--- src/rtl/rtc_write_sequencer.sv ---
// rtc_write_sequencer: commits one time/date/timer group to the RTC as packed-BCD bus writes.
// Defining RTCW_XFER_CMD_EN appends one transfer-command write (XFER_ADDR <- 8'h00).
module rtc_write_sequencer #(
    parameter int         PHASE_CYCLES = 4,
    parameter logic [7:0] TIME_BASE    = 8'h21,
    parameter logic [7:0] DATE_BASE    = 8'h24,
    parameter logic [7:0] TIMER_BASE   = 8'h41,
    parameter logic [7:0] XFER_ADDR    = 8'hF1
) (
    input  logic       clk,
    input  logic       reset,
    input  logic       start,
    input  logic [1:0] group,
    input  logic [7:0] val_1,
    input  logic [7:0] val_2,
    input  logic [7:0] val_3,
    output logic       busy,
    output logic       done,
    output logic [7:0] bus_ad,
    output logic       bus_oe,
    output logic       cs_n,
    output logic       wr_n,
    output logic       a_d
);

    localparam int            CW       = (PHASE_CYCLES > 1) ? $clog2(PHASE_CYCLES) : 1;
    localparam logic [CW-1:0] CNT_LAST = CW'(PHASE_CYCLES - 1);
`ifdef RTCW_XFER_CMD_EN
    localparam logic [1:0]    LAST_IDX = 2'd3;
`else
    localparam logic [1:0]    LAST_IDX = 2'd2;
`endif

    typedef enum logic [2:0] {
        S_IDLE  = 3'd0,
        S_ADDR  = 3'd1,
        S_GAP_A = 3'd2,
        S_DATA  = 3'd3,
        S_GAP_D = 3'd4,
        S_DONE  = 3'd5
    } state_t;

    function automatic logic [7:0] to_bcd(input logic [7:0] bin);
        logic [7:0] tens;
        logic [7:0] ones;
        tens = bin / 8'd10;
        ones = bin % 8'd10;
        if (bin > 8'd99) begin
            to_bcd = 8'h99;
        end else begin
            to_bcd = {tens[3:0], ones[3:0]};
        end
    endfunction

    // Index 3 only occurs when the transfer command is enabled.
    function automatic logic [7:0] reg_addr(input logic [1:0] grp, input logic [1:0] idx);
        logic [7:0] base;
        case (grp)
            2'd3:    base = TIME_BASE;
            2'd2:    base = DATE_BASE;
            default: base = TIMER_BASE;
        endcase
        case (idx)
            2'd0:    reg_addr = base;
            2'd1:    reg_addr = base + 8'd1;
            2'd2:    reg_addr = base + 8'd2;
            default: reg_addr = XFER_ADDR;
        endcase
    endfunction

    function automatic logic [7:0] reg_data(input logic [1:0] idx, input logic [7:0] v1,
                                            input logic [7:0] v2, input logic [7:0] v3);
        case (idx)
            2'd0:    reg_data = to_bcd(v1);
            2'd1:    reg_data = to_bcd(v2);
            2'd2:    reg_data = to_bcd(v3);
            default: reg_data = 8'h00;
        endcase
    endfunction

    state_t        state_q, state_d;
    logic [CW-1:0] cnt_q, cnt_d;
    logic [1:0]    idx_q, idx_d;
    logic [1:0]    grp_q, grp_d;
    logic [7:0]    v1_q, v1_d, v2_q, v2_d, v3_q, v3_d;
    logic [7:0]    bus_ad_q, bus_ad_d;
    logic          bus_oe_q, bus_oe_d;
    logic          cs_n_q, cs_n_d;
    logic          wr_n_q, wr_n_d;
    logic          a_d_q, a_d_d;
    logic          busy_q, busy_d;
    logic          done_q, done_d;

    // Next state plus outputs derived from that next state, so every output is a flop.
    always_comb begin
        state_d  = state_q;
        cnt_d    = cnt_q;
        idx_d    = idx_q;
        grp_d    = grp_q;
        v1_d     = v1_q;
        v2_d     = v2_q;
        v3_d     = v3_q;
        bus_ad_d = bus_ad_q;
        a_d_d    = a_d_q;
        bus_oe_d = 1'b0;
        cs_n_d   = 1'b1;
        wr_n_d   = 1'b1;
        busy_d   = 1'b0;
        done_d   = 1'b0;

        case (state_q)
            S_IDLE: begin
                if (start && (group != 2'd0)) begin
                    state_d = S_ADDR;
                    cnt_d   = '0;
                    idx_d   = 2'd0;
                    grp_d   = group;
                    v1_d    = val_1;
                    v2_d    = val_2;
                    v3_d    = val_3;
                end else begin
                    state_d = S_IDLE;
                end
            end
            S_ADDR: begin
                if (cnt_q == CNT_LAST) begin
                    state_d = S_GAP_A;
                    cnt_d   = '0;
                end else begin
                    cnt_d   = cnt_q + CW'(1);
                end
            end
            S_GAP_A: begin
                state_d = S_DATA;
            end
            S_DATA: begin
                if (cnt_q == CNT_LAST) begin
                    state_d = S_GAP_D;
                    cnt_d   = '0;
                end else begin
                    cnt_d   = cnt_q + CW'(1);
                end
            end
            S_GAP_D: begin
                if (idx_q == LAST_IDX) begin
                    state_d = S_DONE;
                end else begin
                    state_d = S_ADDR;
                    idx_d   = idx_q + 2'd1;
                end
            end
            S_DONE: begin
                state_d = S_IDLE;
            end
            default: begin
                state_d = S_IDLE;
            end
        endcase

        case (state_d)
            S_ADDR: begin
                bus_ad_d = reg_addr(grp_d, idx_d);
                a_d_d    = 1'b0;
                cs_n_d   = 1'b0;
                wr_n_d   = 1'b0;
                bus_oe_d = 1'b1;
                busy_d   = 1'b1;
            end
            S_DATA: begin
                bus_ad_d = reg_data(idx_d, v1_d, v2_d, v3_d);
                a_d_d    = 1'b1;
                cs_n_d   = 1'b0;
                wr_n_d   = 1'b0;
                bus_oe_d = 1'b1;
                busy_d   = 1'b1;
            end
            S_GAP_A, S_GAP_D: begin
                bus_oe_d = 1'b1;
                busy_d   = 1'b1;
            end
            S_DONE: begin
                done_d   = 1'b1;
            end
            default: begin
                done_d   = 1'b0;
            end
        endcase
    end

    // State and output registers with synchronous reset.
    always_ff @(posedge clk) begin
        if (reset) begin
            state_q  <= S_IDLE;
            cnt_q    <= '0;
            idx_q    <= 2'd0;
            grp_q    <= 2'd0;
            v1_q     <= 8'h00;
            v2_q     <= 8'h00;
            v3_q     <= 8'h00;
            bus_ad_q <= 8'h00;
            bus_oe_q <= 1'b0;
            cs_n_q   <= 1'b1;
            wr_n_q   <= 1'b1;
            a_d_q    <= 1'b1;
            busy_q   <= 1'b0;
            done_q   <= 1'b0;
        end else begin
            state_q  <= state_d;
            cnt_q    <= cnt_d;
            idx_q    <= idx_d;
            grp_q    <= grp_d;
            v1_q     <= v1_d;
            v2_q     <= v2_d;
            v3_q     <= v3_d;
            bus_ad_q <= bus_ad_d;
            bus_oe_q <= bus_oe_d;
            cs_n_q   <= cs_n_d;
            wr_n_q   <= wr_n_d;
            a_d_q    <= a_d_d;
            busy_q   <= busy_d;
            done_q   <= done_d;
        end
    end

    assign busy   = busy_q;
    assign done   = done_q;
    assign bus_ad = bus_ad_q;
    assign bus_oe = bus_oe_q;
    assign cs_n   = cs_n_q;
    assign wr_n   = wr_n_q;
    assign a_d    = a_d_q;

endmodule

--- config.mk ---
export PLATFORM = sky130hd
export DESIGN_NAME = rtc_write_sequencer
export DESIGN_NICKNAME = d
export VERILOG_FILES = /design/src/rtl/rtc_write_sequencer.sv
export SDC_FILE = /design/constraint.sdc
export NUM_CORES = 1
export LEC_CHECK = 0
export CAP_MARGIN = 0
export CORE_MARGIN = 3
export CORE_UTILIZATION = 53
export CTS_BUF_LIST = sky130_fd_sc_hd__clkbuf_16
export DETAILED_ROUTE_END_ITERATION = 6
export GPL_ROUTABILITY_DRIVEN = 0
export PLACE_DENSITY_LB_ADDON = 0.08
export SLEW_MARGIN = 15
export SYNTH_ARGS = -nofsm -noshare
export SYNTH_HDL_FRONTEND = slang
export SYNTH_SLANG_ARGS = --single-unit
--- constraint.sdc ---
create_clock -name clk -period 5.2 [get_ports clk]
set_clock_uncertainty 0.1 [all_clocks]
set_input_delay 1.04 -clock clk [delete_from_list [all_inputs] [get_ports clk]]
set_output_delay 1.04 -clock clk [all_outputs]
set_load 0.05 [all_outputs]
Yosys cells after proc, flatten, opt, wreduce, memory -nomap -nowiden

Index checks and enable logic that the tools add are counted.

Flip-flop bits (word level): 45
Input bits: 29

Add/subtract/negate cells: 4
Divide/modulo/power cells: 6
Magnitude comparators: 3
Eq/ne operators: 16
Multiplexer cells: 31
Reduce and logical (&&, ||, !) cells: 10

Operators with widths:

| operator                                             | count |
|---|---|
| two-way mux 8 bit                                    | 10 |
| one-hot mux 8 bit (3 select lines)                   | 2 |
| divider 8 x 4 -> 8 bit, second input constant        | 3 |
| > comparator 8 x 7 -> 1 bit, second input constant   | 3 |
| remainder unit 8 x 4 -> 8 bit, second input constant | 3 |
| one-hot mux 8 bit (2 select lines)                   | 1 |
| one-hot mux 3 bit (5 select lines)                   | 1 |
| one-hot mux 7 bit (2 select lines)                   | 1 |
| == test 3 x 2 -> 1 bit, second input constant        | 4 |
| two-way mux 2 bit                                    | 6 |
| == test 2 bit, second input constant                 | 5 |
| == test 3 bit, second input constant                 | 3 |
| two-way mux 3 bit                                    | 3 |
| adder 8 x 1 -> 8 bit, second input constant          | 1 |
| adder 8 x 2 -> 8 bit, second input constant          | 1 |
| one-hot mux 2 bit (2 select lines)                   | 2 |
| == test 3 x 1 -> 1 bit, second input constant        | 2 |
| nonzero test 2 bit                                   | 3 |
| adder 2 x 1 -> 2 bit, second input constant          | 2 |
| two-way mux 1 bit                                    | 4 |
| OR reduction 2 bit                                   | 2 |
| OR reduction 4 bit                                   | 1 |
| zero test 3 bit                                      | 1 |
| == test 2 x 1 -> 1 bit, second input constant        | 1 |
| other kinds (5)                                      | 5 |

Logic depth before layout (Yosys ltp)

Gate-level depths: netlist of the first run.

Depth after elaboration: 10
Gate-level depth with buffers: 27
Depth with buffers taken out: 23

Worst setup path after synthesis of the first run

No wires, ideal clock.

Path type: input port to flip-flop
Start: input port group[0]
End: register bus_ad_q[3] (netlist: bus_ad[3])
Arrival time: 5.245 ns
Stages on the path: 24
Setup time: 0.096 ns
Path buffers: 3
Setup slack: -0.240 ns
Required time: 5.004 ns
Path through: o21ai_2 > nor2_8 > buf_4 > buf_4 > mux2i_1 > ha_1 > nand2_1 > a21oi_1 > nor2_2 > a221oi_4 > o21ai_1 > a21oi_1 > inv_1 > ha_1 > o21ai_0 > nand2_1 > o221a_2 > a21oi_1 > o21a_1 > buf_6 > mux2i_4 > a21boi_1 > a211oi_2 > o41ai_2

Longest elaborated chain between the ends: 10
Elaborated cells between the ends (all ways): 38
Those cells by class: 2 x add/sub; 3 x div; 3 x order compare; 6 x eq/ne; 20 x mux; 4 x reduce/logical

RTL lines:

| what                                                                   | line | RTL |
|---|---|---|
| start, declared                                                        | 13   | `input logic [1:0] group,` |
| branches (longest 10 deep; another with remainder unit 8 x 4 -> 8 bit) | -    |  |
| end signal, assigned                                                   | 215  | `bus_ad_q <= bus_ad_d;` |
| end, declared                                                          | 86   | `logic [7:0] bus_ad_q, bus_ad_d;` |

Parallel ways; which one is timed is not known. The select of a mux whose other input is x is not followed.
A chain may end at the register's enable or synchronous reset.

Worst setup path after layout of the first run

Start: input port group[1]
End: register bus_ad_q[1] (netlist: bus_ad[1])

Elaborated cells between the ends (all ways): 38
Those cells by class: 2 x add/sub; 3 x div; 3 x order compare; 6 x eq/ne; 20 x mux; 4 x reduce/logical

RTL lines:

| what                                                                                | line   | RTL |
|---|---|---|
| nonzero test 2 bit *                                                                | 113    | `if (start && (group != 2'd0)) begin` |
| logical AND 1 bit *                                                                 | 113    |  |
| two-way mux 8 bit *                                                                 | 113    |  |
| two-way mux 8 bit *                                                                 | 111    | `case (state_q)` |
| named net v3_d[5]                                                                   | 85     | `logic [7:0] v1_q, v1_d, v2_q, v2_d, v3_q, v3_d;` |
| remainder unit 8 x 4 -> 8 bit / > comparator 8 x 7 -> 1 bit (equally long branches) | 47, 48 |  |
| two-way mux 8 bit *                                                                 | 48     | `if (bin > 8'd99) begin` |
| one-hot mux 8 bit (3 select lines) *                                                | 73     | `case (idx)` |
| one-hot mux 8 bit (2 select lines) *                                                | 160    | `case (state_d)` |

The timed path passes the listed nets; every way through them passes the cells marked *. The select of a mux whose other input is x is not followed.

==> results_dict.tcl, run 1 <==
set metrics [dict create \
    status "complete, no violations" \
    dr.pass1.iters 5 \
    via_per_inst 6.44 \
    diodes 0 \
    slew_viol_final 0 \
    period_needed_ns 5.11 \
    grt_max_degree 52 \
    relSlewSlack_pct 29.9 \
    rows 33 \
    min_path_type "reg -> reg" \
    synth_edf_count 0 \
    post-route-cell-area_sq_um 5590 \
    setup_ws_ns 0.0919 \
    area_growth_pct 21.1 \
    max_freq_mhz 196 \
    drv_cap 0 \
    die_x_um 99.3 \
    vias 5136 \
    worst_setup_path_end_kind "flop" \
    numCtsBuffers 5 \
    worst_pin_slew_ns 1.05 \
    cts_root_buffer "clkbuf_16" \
    worstPathArrival_ns 5.21 \
    swShare_pct 41.1 \
    post_dp_cell_area_sq_um 5290 \
    ir_worst_vdd_mv 0.164 \
    cpPeakStageDelay_ns 0.41 \
    netlist_instances 639 \
    power.leakage_nw 2.15 \
    hpwl_um 10300 \
    clock-sinks 45 \
    grt_pass1_vias 4736 \
    p_int_mw 0.868 \
    fin_nets 729 \
    critPathLaunchType "input pin" \
    h-tree-depth 2 \
    p_comb_share_pct 49.9 \
    wl_um 14000 \
    dieArea_sq_um 9860 \
    yosysUniqueCellTypes 89 \
    powerDensity_nw_per_um2 263 \
    antenna_found_initial 0 \
    critical_path.max_fanout 4 \
    grtUsageTotal_pct 27.4 \
    synth_nets 677 \
    ant_nets 0 \
    seq_power_share_pct 26.9 \
    syn_area_sq_um 4620 \
    synth-seq-cells 45 \
    ioPinCount 43 \
    overflow 0 \
    clockBufferDepth 2 \
    crit_chain "dlygate4sd2_1 > o21ai_4 > nor2_8 > mux2i_2 > inv_2 > ha_4 > nor3b_2 > a311oi_1 > mux2_1 > a32o_2 > inv_1 > a211oi_2 > a21oi_2 > inv_1 > ha_1 > buf_4 > o31ai_4 > a21oi_2 > or3_4 > a21oi_4 > nor2_1 > o21a_1 > o32ai_2" \
    setup_viol 0 \
    ys_async_sr_fraction_pct 0 \
    yosysSeqAreaShare_pct 19.5 \
    nFillCells 723 \
    wl_per_cell_um 17.6 \
    worstSetupPathType "in -> reg" \
    required_ns 5.30 \
    ys_warn_count 0 \
    drt_iter0_drc 368 \
    die_h_um 99.3 \
    clk_pin_slew_worst_paths_ns 0.07 \
    pre_cts_slack_ns -0.456 \
    utilization_pct 67.0 \
    drc 0 \
    core_area_sq_um 8340 \
    clkLatencyLatePin_ns 0.29 \
    drive_gt1_share_pct 15.6 \
    cts_tree "done" \
    hold_slack_ns 0.359 \
    syn_avg_cell_area_sq_um 7.22 \
    hold_viol 0 \
    p_clk_share_pct 23.2 \
    reg2reg_setup_slack_ns 0.34 \
    p_sw_mw 0.605 \
    synth_flop_cell "dfxtp_1" \
    initial_core_util_pct 55.3 \
    grt_pass1_wl_um 22500 \
    io_buffers 42 \
    postCtsHoldBufs 0 \
    post-route-period-util_pct 98.2 \
    crit_path_top_delay_cell "or3_4" \
]
-- per-stage QoR --
step           power [mW]  std cells  setup TNS (ns)
6_report             1.47        797               0
5_1_grt              1.55        797          -0.270
4_1_cts              1.43        794               0
3_5_place_dp         1.08        782           -1.89
3_3_place_gp         1.06        782          -0.847
2_1_floorplan       0.886        639               0
-- final timing paths --
check,from,endpoint,cells past startpoint
setup reg to reg,state_q[1],bus_ad[1],22
hold reg to reg,bus_ad[0],bus_ad[0],2
setup / recovery,group[1],bus_ad[1],23
hold / removal,bus_ad[0],bus_ad[0],2
-- power by group through the flow --
stage | registers, mW | clock network [mW] | logic, mW
CTS | 0.395 | 0.347 | 0.686
detailed placement | 0.402 | 0 | 0.675
finish | 0.396 | 0.342 | 0.734
global route | 0.399 | 0.360 | 0.794
floorplan | 0.417 | 0 | 0.469
global placement | 0.402 | 0 | 0.660
-- layout make-up --
cell class,count,area [sq um],share of cell area [%]
clock buffer,5,125,2.24
clock inverter,3,28.8,0.515
inverter,25,93.8,1.68
multi-input combinational,525,3540,63.3
sequential,45,901,16.1
tap,105,131,2.35
timing repair buffer,89,773,13.8
-- state kept, by name (all words and copies together) (netlist names) --
| signal | flops |
|---|---|
| cnt_q | 2 |
| v2_q | 8 |
| idx_q | 2 |
| v1_q | 8 |
| a_d | 1 |
| busy | 1 |
| bus_ad | 8 |
| v3_q | 8 |
| done | 1 |
| state_q | 3 |
| wr_n | 1 |
| grp_q | 2 |
-- worst max-delay path, delay by kind of cell --
family,cells,cell delay (ns)
adder cells (fa/ha/maj),2,0.40
buffers and inverters,5,0.70
AO/OA/AOI/OAI,10,1.76
AND/OR/NAND/NOR,4,0.77
multiplexers,2,0.54
-- repair_timing --
action,in CTS,in global routing
setup buffers,4,3
pin swaps,1,9
setup endpoints to repair,4,4
resized for setup,5,17
hold endpoints to repair,0,0
-- cells in the final DEF (no fill, tap or decap), drive strengths merged, types with 9 or more instances in the layout --
cell type	instances
nand3	21
o211ai	19
or3	11
a211oi	17
mux2i	22
inv	28
nor2b	10
nand2	75
clkdlybuf4s50	39
o21ai	31
a21oi	53
nor3b	10
nor2	65
buf	47
a31oi	11
nor3	17
dfxtp	45
nand2b	15
ha	9
-- synth_stat cells, types with 7 or more instances --
cell type	n	area, sq um
a211oi_1	16	120
a21oi_1	52	260
a311oi_1	7	61.3
a31oi_1	11	68.8
buf_2	7	35.0
clkbuf_1	28	105
dfxtp_1	45	901
ha_1	9	113
inv_1	24	90.1
mux2i_1	21	210
nand2_1	74	278
nand2b_1	15	93.8
nand3_1	21	105
nor2_1	63	236
nor2b_1	10	62.6
nor3_1	14	70.1
nor3b_1	10	75.1
o211ai_1	19	143
o21a_1	7	52.6
o21ai_0	27	135
or3_1	11	68.8
xnor2_1	7	61.3
-- cells by family (layout without fill, tap and decap cells) --
family                   after synthesis  after routing  synth area share, %
AND/OR/NAND/NOR                      266            266                 30.0
flip-flops                            45             45                 19.5
adder cells (fa/ha/maj)               11             11                 2.90
XOR/XNOR                               9              9                 1.71
buffers and inverters                 69            122                 6.70
AO/OA/AOI/OAI                        213            213                 33.1
multiplexers                          26             26                 6.02
-- metal layers --
layer | up-vias | GRT usage, % | wire length, um
li1 | 2495 | - | -
met1 | 2380 | 37.9 | 6290
met2 | 218 | 44.3 | 6440
met3 | 43 | 4.07 | 965
met4 | 0 | 7.88 | 348
met5 | - | 0 | 0
No activity file was read; power rests on OpenSTA's default activity.
==> run 2: changes to the inputs <==
- CORE_UTILIZATION: 53 -> 55
- clock period: 5.2 -> 6.6 ns (I/O delays scaled with it)
==> run 2 against run 1 <==
Critical path type unchanged. Sequential share of layout area up 1.3 points. Sequential power down 21%. Hold slack better by 0.0026 ns. Via count down 2.5%. Largest cell class unchanged. Highest routed layer unchanged. Global-route usage down 0.13 points. Combinational power down 32%. Routed wire length down 6.0%. First-iteration DRC count down 0.82%.
==> results_dict.tcl, run 2 (synthesized netlist as in run 1, its figures left out) <==
set metrics [dict create \
    numCtsBuffers 5 \
    worstSetupPathType "in -> reg" \
    clkLatencyLatePin_ns 0.29 \
    grt_pass1_vias 4654 \
    wl_per_cell_um 17.5 \
    worstPathArrival_ns 6.20 \
    max_freq_mhz 164 \
    drv_cap 0 \
    powerDensity_nw_per_um2 206 \
    relSlewSlack_pct 33.4 \
    cts_root_buffer "clkbuf_16" \
    critical_path.max_fanout 8 \
    via_per_inst 6.63 \
    core_area_sq_um 7930 \
    grt_max_degree 34 \
    worst_pin_slew_ns 0.995 \
    wl_um 13200 \
    seq_power_share_pct 29.2 \
    critPathLaunchType "input pin" \
    ioPinCount 43 \
    required_ns 6.70 \
    rows 32 \
    post-cts-setup-buffers 0 \
    drc 0 \
    crit_path_top_delay_cell "clkdlybuf4s50_1" \
    dr.pass1.iters 6 \
    drt_iter0_drc 365 \
    die_h_um 97.6 \
    antenna_found_initial 0 \
    hold_viol 0 \
    clk_pin_slew_worst_paths_ns 0.07 \
    clockBufferDepth 2 \
    layout_common_cells "74 x nand2_1, 63 x nor2_1, 51 x a21oi_1" \
    swShare_pct 41.2 \
    status "complete, no violations" \
    cts_tree "done" \
    grt_pass1_wl_um 22200 \
    area_growth_pct 12.0 \
    period_needed_ns 6.10 \
    slew_viol_final 0 \
    diodes 0 \
    final_common_cell "nand2_1" \
    p_sw_mw 0.440 \
    grtUsageTotal_pct 27.2 \
    h-tree-depth 2 \
    rsz0062_at_grt "false" \
    ff_latch_area_sq_um 901 \
    drive_gt1_share_pct 7.95 \
    die_x_um 97.6 \
    dieArea_sq_um 9530 \
    nFillCells 736 \
    multiInputGateArea_sq_um 3410 \
    io_buffers 42 \
    p_comb_share_pct 46.6 \
    ir_worst_vdd_mv 0.133 \
    cts_resized 0 \
    initial_core_util_pct 58.2 \
    worst_setup_path_end_kind "flop" \
    ant_nets 0 \
    post-route-period-util_pct 92.4 \
    hpwl_um 9760 \
    hold_slack_ns 0.361 \
    p_int_mw 0.628 \
    pre_cts_slack_ns 0.0945 \
    cpPeakStageDelay_ns 0.55 \
    min_path_type "reg -> reg" \
    p_clk_share_pct 24.2 \
    fin_nets 691 \
    setup_viol 0 \
    postCtsHoldBufs 0 \
    power.leakage_nw 1.93 \
    crit_chain "clkdlybuf4s50_1 > o21ai_2 > nor2_8 > mux2i_1 > inv_1 > ha_1 > nor3b_1 > a311oi_1 > mux2_1 > a32o_2 > inv_1 > a211oi_1 > a21oi_2 > inv_1 > ha_1 > o21ai_0 > nand2_1 > o221a_2 > a21oi_1 > o21a_2 > mux2i_4 > a21boi_1 > a211oi_2 > o41ai_2" \
    overflow 0 \
    clock-sinks 45 \
    setup_ws_ns 0.499 \
    finalSetupTns_ns 0 \
    vias 5009 \
    cp_common_cell "inv_1" \
]
run 2: changes by cell type in the layout (fill, tap and decap cells not counted), moves of 3 or more:
cell             delta
a21oi_1             +3
buf_4              -37
clkdlybuf4s50_1     +3
dlygate4sd2_1       -3
run 2: critical path, delay by kind of cell:
kind / cells / cell delay (ns)
adder cells (fa/ha/maj): 2 / 0.48
multiplexers: 3 / 0.91
buffers and inverters: 4 / 0.86
AND/OR/NAND/NOR: 3 / 0.45
AO/OA/AOI/OAI: 12 / 2.15
run 2: power by group through the flow:
stage	combinational (mW)	clock (mW)	sequential [mW]
final	0.497	0.259	0.312
after detailed placement	0.483	0	0.316
after global placement	0.475	0	0.316
after CTS	0.487	0.262	0.310
after floorplan	0.364	0	0.329
after global routing	0.543	0.275	0.314
run 2: worst paths after layout:
kind / end / depth (start not counted) / start / slack [ns]
worst max-delay path: bus_ad[3] / 24 / group[0] / 0.50
worst min-delay path: grp_q[0] / 2 / grp_q[0] / 0.36
worst max register to register: bus_ad[3] / 23 / state_q[2] / 1.01
worst min register to register: grp_q[0] / 2 / grp_q[0] / 0.36
run 2: through the flow:
| step | total power [mW] | instance area (sq um) | util [%] | instances |
|---|---|---|---|---|
| CTS | 1.06 | 5170 | 65.2 | 756 |
| global route | 1.13 | 5170 | 65.2 | 756 |
| detailed placement | 0.800 | 5020 | 63.3 | 748 |
| finish | 1.07 | 5170 | 65.2 | 756 |
| global placement | 0.791 | 5020 | 63.3 | 748 |
| floorplan | 0.692 | 4620 | - | 639 |
run 2: final cells by class:
type	count	share of cell area, %
multi-input combinational	525	66.0
sequential	45	17.4
timing repair buffer	51	9.44
tap	102	2.47
clock buffer	5	2.42
inverter	25	1.81
clock inverter	3	0.484
run 2: metal layers:
metal | up-vias | wire length (um) | track usage [%] | part of all wire [%]
met4 | 0 | 434 | 11.0 | 3.3
met2 | 249 | 5960 | 42.5 | 45
met1 | 2298 | 5720 | 36.6 | 43
met3 | 47 | 1100 | 5.67 | 8.3
li1 | 2415 | - | - | -
met5 | - | 0 | 0 | 0
